### config.mk
export PLATFORM = sky130hd
export DESIGN_NAME = pdm_sample_feeder
export DESIGN_NICKNAME = d
export VERILOG_FILES = /design/src/rtl/pdm_sample_feeder.sv
export SDC_FILE = /design/constraint.sdc
export NUM_CORES = 1
export LEC_CHECK = 0
export CORE_MARGIN = 2
export CORE_UTILIZATION = 45
export CTS_CLUSTER_SIZE = 16
export DETAILED_ROUTE_END_ITERATION = 7
export PLACE_DENSITY = 0.74
export SLEW_MARGIN = 20
export SYNTH_ARGS = -nofsm -noshare
export SYNTH_HDL_FRONTEND = slang
export SYNTH_SLANG_ARGS = --single-unit
### constraint.sdc
create_clock -name clk -period 6.47 [get_ports clk]
set_input_delay 0.9705 -clock clk [delete_from_list [all_inputs] [get_ports clk]]
set_output_delay 0.9705 -clock clk [all_outputs]
set_load 0.03 [all_outputs]
### src/rtl/pdm_sample_feeder.sv
// Sample feeder for the PDM DAC: buffers signed samples in a small FIFO and
// releases one per prescaler period, volume-scaled and converted to offset-binary.
module pdm_sample_feeder #(
    parameter int DATA_BITS  = 12,
    parameter int VOL_BITS   = 8,
    parameter int CLK_DIV    = 1000,
    parameter int FIFO_DEPTH = 4
) (
    input  logic                          clk,
    input  logic                          rst,
    input  logic [DATA_BITS-1:0]          sample_in,
    input  logic                          sample_valid,
    output logic                          sample_ready,
    input  logic [VOL_BITS-1:0]           volume,
    output logic [DATA_BITS-1:0]          dout,
    output logic                          sample_tick,
    output logic                          underrun,
    output logic [$clog2(FIFO_DEPTH):0]   fifo_level
);

    localparam int AW = $clog2(FIFO_DEPTH);
    localparam int LW = AW + 1;
    localparam int CW = (CLK_DIV > 1) ? $clog2(CLK_DIV) : 1;
    localparam int PW = DATA_BITS + VOL_BITS + 1;

    localparam logic [CW-1:0]        CNT_LAST = CW'(CLK_DIV - 1);
    localparam logic [LW-1:0]        LVL_FULL = LW'(FIFO_DEPTH);
    localparam logic [DATA_BITS-1:0] MIDSCALE = {1'b1, {(DATA_BITS-1){1'b0}}};

    // Signed sample times unsigned volume, floor-shifted back to sample width,
    // then MSB flipped to offset-binary. The product cannot overflow PW bits.
    function automatic logic [DATA_BITS-1:0] scale_to_offset(
        input logic [DATA_BITS-1:0] smp,
        input logic [VOL_BITS-1:0]  vol
    );
        logic signed [PW-1:0]        smp_ext;
        logic signed [PW-1:0]        vol_ext;
        logic signed [PW-1:0]        prod;
        logic        [DATA_BITS-1:0] scaled;
        smp_ext = $signed({{(VOL_BITS+1){smp[DATA_BITS-1]}}, smp});
        vol_ext = $signed({{(DATA_BITS+1){1'b0}}, vol});
        prod    = smp_ext * vol_ext;
        scaled  = DATA_BITS'(prod >>> VOL_BITS);
        return {~scaled[DATA_BITS-1], scaled[DATA_BITS-2:0]};
    endfunction

    logic [DATA_BITS-1:0] mem_r [FIFO_DEPTH];
    logic [AW-1:0]        wr_ptr_r;
    logic [AW-1:0]        rd_ptr_r;
    logic [LW-1:0]        level_r;
    logic [CW-1:0]        cnt_r;
    logic [DATA_BITS-1:0] dout_r;
    logic                 tick_r;
    logic                 underrun_r;

    logic                 term_s;
    logic                 empty_s;
    logic                 push_s;
    logic                 pop_s;

    assign sample_ready = (level_r != LVL_FULL);
    assign fifo_level   = level_r;
    assign dout         = dout_r;
    assign sample_tick  = tick_r;
    assign underrun     = underrun_r;

    // Handshake and tick qualifiers; a pop only happens when the FIFO held data
    // before this edge, so a push into an empty FIFO on a tick still underruns.
    always_comb begin
        term_s  = (cnt_r == CNT_LAST);
        empty_s = (level_r == {LW{1'b0}});
        push_s  = sample_valid && sample_ready;
        pop_s   = term_s && !empty_s;
    end

    // Sample-rate prescaler: counts 0..CLK_DIV-1 and wraps.
    always_ff @(posedge clk) begin
        if (rst) begin
            cnt_r <= {CW{1'b0}};
        end else if (term_s) begin
            cnt_r <= {CW{1'b0}};
        end else begin
            cnt_r <= cnt_r + CW'(1);
        end
    end

    // FIFO storage; contents need no reset because the pointers gate them.
    always_ff @(posedge clk) begin
        if (push_s) begin
            mem_r[wr_ptr_r] <= sample_in;
        end
    end

    // FIFO pointers and occupancy.
    always_ff @(posedge clk) begin
        if (rst) begin
            wr_ptr_r <= {AW{1'b0}};
            rd_ptr_r <= {AW{1'b0}};
            level_r  <= {LW{1'b0}};
        end else begin
            if (push_s) begin
                wr_ptr_r <= wr_ptr_r + AW'(1);
            end
            if (pop_s) begin
                rd_ptr_r <= rd_ptr_r + AW'(1);
            end
            case ({push_s, pop_s})
                2'b10:   level_r <= level_r + LW'(1);
                2'b01:   level_r <= level_r - LW'(1);
                default: level_r <= level_r;
            endcase
        end
    end

    // Output register and the one-cycle tick/underrun pulses.
    always_ff @(posedge clk) begin
        if (rst) begin
            dout_r     <= MIDSCALE;
            tick_r     <= 1'b0;
            underrun_r <= 1'b0;
        end else begin
            tick_r     <= term_s;
            underrun_r <= term_s && empty_s;
            if (pop_s) begin
                dout_r <= scale_to_offset(mem_r[rd_ptr_r], volume);
            end
        end
    end

endmodule

==> results.cfg, run 1 <==
[floorplan]
chipWidth_um = 124
num_rows = 43
core_um2 = 14000
start_util = 0.463
die_area_um2 = 15400
num_io_pins = 41
die_h_um = 124

[cells_and_area]
seq_area_um2 = 2100
instances_no_fill = 836
layout-drive-gt1-share = 0.0579
n_antenna_cell = 0
multiInputGateArea_um2 = 3890
final_common_cell = inv_1
area_growth_pct = 13.5
fillers = 1209
final_cell_mix = inv_1 (109), nand2_1 (80), fa_1 (76)
fin_nets = 791

[grt]
track_usage = 0.193
grt_pass1_vias = 4789
overflow = 0
grt_max_degree = 27
grt_pass1_wl_um = 22700
grt_antenna_before_repair = 0

[route]
ant_nets = 0
wl_per_cell_um = 15.7
routed_via_density = 5.25
vias = 4391
wl_um = 13100
first_pass_iters = 4
drtIter0Drc = 240
drcViolationCount = 0

[critical_path]
required_ns = 6.73
start_kind = flip-flop
path_cells = mux4_2 -> and2_1 -> fa_1 -> inv_1 -> fa_1 -> inv_1 -> fa_1 -> inv_1 -> fa_1 -> inv_1 -> ha_1 -> nand2_1 -> o21ai_0 -> a221o_1 -> a21oi_1 -> o41ai_2 -> xnor2_1 -> a31oi_1
crit_arrival_ns = 6.23
slowest_stage = dfxtp_1
end_kind = flip-flop
critPathKind = reg -> reg
crit_buf_inv = 4
critPathTopFamily = adder cells
crit_path_max_incr_delay_ns = 0.74
crit_fanout = 10

[place]
portBuffers = 40
hpwl_um = 10500
place_congestion = 0.884
dp_cells = 820

[synth]
syn_inst = 613
synth-async-reset-ratio = 0
syn_area_um2 = 6470
synth-seq-area-share = 0.325
syn_area_per_cell_um2 = 10.6
yosys_warnings = 0
synth_edf_count = 48
ys_seq_elements = 81
synthFlopType = edfxtp_1
syn_nets = 753
synth_cell_types = 46

[sta]
relSlewSlack = 0.384
min_period_ns = 5.98
slew_violations = 0
setup_viol = 0
finalSetupTns_ns = 0
period_share = 0.924
rsz0062_at_grt = false
hold_violations = 0
tightest_slew_ns = 0.922
finClkSkew_ns = 0.00594
max_freq_mhz = 167

[power]
seq_power_share = 0.211
comb_power_share = 0.608
peakVddDrop_mv = 0.235
power_density_nw_per_um2 = 370
p_clk_frac = 0.181
p_int_mw = 1.52
switching_power_mw = 1.19
swShare = 0.439
p_total_mw = 2.72
p_leak_nw = 3.13

[clock_network]
cts_resized = 0
postCtsHoldBufs = 0
cts_tree = built
cts_root_buf = clkbuf_16
clk_latency_ns = 0.33
cts_max_level = 3
numClockSinks = 81
clockBufferDepth = 2
numCtsBuffers = 9
cts.clk_slew.worst_paths_ns = 0.06
postCtsSetupRepairBufs = 0

[job]
drv_cap = 0

[outcome]
status = completed

[worst_hold_path]
hp-class = reg -> reg
## final cells by class
cell class / count / area share
Sequential cell: 81 / 0.286
Tap cell: 180 / 0.0307
Clock inverter: 7 / 0.00954
Inverter: 109 / 0.0557
Timing Repair Buffer: 42 / 0.0566
Multi-Input combinational cell: 408 / 0.531
Clock buffer: 9 / 0.0307
## worst min-delay path, delay by kind of cell, from the launching register on
kind             cells  cell delay [ns]
flip-flops           1             0.31
AO/OA/AOI/OAI        1             0.05
AND/OR/NAND/NOR      1             0.05
## sequential cells by signal, indices dropped and copies added (netlist names), named ones only
name / count
cnt_r: 10
wr_ptr_r: 2
sample_tick: 1
dout: 12
rd_ptr_r: 2
fifo_level: 3
underrun: 1
mem_r: 48
## synthesized netlist by cell type, types with 3 or more instances
master,count,area share
mux4_2,11,0.038
nor3_1,6,0.0046
nor2b_1,5,0.0048
xor2_1,13,0.018
a31oi_1,4,0.0039
xnor2_1,16,0.022
edfxtp_1,48,0.22
inv_1,109,0.063
a21oi_1,21,0.016
o31ai_1,3,0.0035
nor2_1,27,0.016
o21ai_0,7,0.0054
and2_1,50,0.048
nand3_1,9,0.0070
fa_1,76,0.24
a21o_1,4,0.0046
nand4_1,3,0.0029
clkbuf_1,12,0.0070
and3_1,7,0.0068
ha_1,41,0.079
nand2_1,80,0.046
dfxtp_1,33,0.10
## cell families after synthesis
logic type | after synthesis | share of synthesized area
adders and majority gates | 117 | 0.314
DFF | 81 | 0.325
muxes | 13 | 0.0416
and+or+nand+nor | 197 | 0.148
AOI/OAI and AO/OA | 52 | 0.0584
buffers and inverters | 124 | 0.0733
xor gates and xnor gates | 29 | 0.0392
## per-layer routing
layer / global-route usage / wire length, µm
met2: 0.335 / 6870
met4: 0.0808 / 348
met1: 0.239 / 5470
met3: 0.0334 / 457
met5: 0 / 0
## path summary, 6_finish.rpt
| check | end | cells after the start | startpoint | slack (ns) |
|---|---|---|---|---|
| worst max-delay path | dout[11] | 18 | flip-flop | 0.49 |
| worst min-delay path | dout[3] | 2 | dout[3] | 0.46 |
| worst max register to register | dout[11] | 18 | flip-flop | 0.49 |
| worst min register to register | dout[3] | 2 | dout[3] | 0.46 |
## per-stage QoR
stage | worst slack (ns) | hold slack [ns] | util | cell area, µm²
after floorplan | 1.20 | 0.418 | - | 6470
after global placement | 0.379 | 0.430 | 0.504 | 7050
after detailed placement | 0.256 | 0.449 | 0.504 | 7050
after CTS | 0.443 | 0.462 | 0.525 | 7340
after global routing | 0.0574 | 0.481 | 0.525 | 7340
final | 0.493 | 0.462 | 0.525 | 7340
## power by group through the flow
| stage | Sequential (mW) | Clock, mW | Combinational, mW |
|---|---|---|---|
| 3_5_place_dp | 0.584 | 0 | 1.65 |
| 6_report | 0.573 | 0.493 | 1.65 |
| 4_1_cts | 0.573 | 0.502 | 1.65 |
| 2_1_floorplan | 0.584 | 0 | 1.27 |
| 3_3_place_gp | 0.582 | 0 | 1.60 |
| 5_1_grt | 0.574 | 0.522 | 1.87 |
(Power assumes the default switching activity.)
==> inputs of run 2 (changes only) <==
SLEW_MARGIN = 0   (was 20)
==> results of run 2 <==
Same layout as run 1: the final DEF is identical, and so are final timing and power.
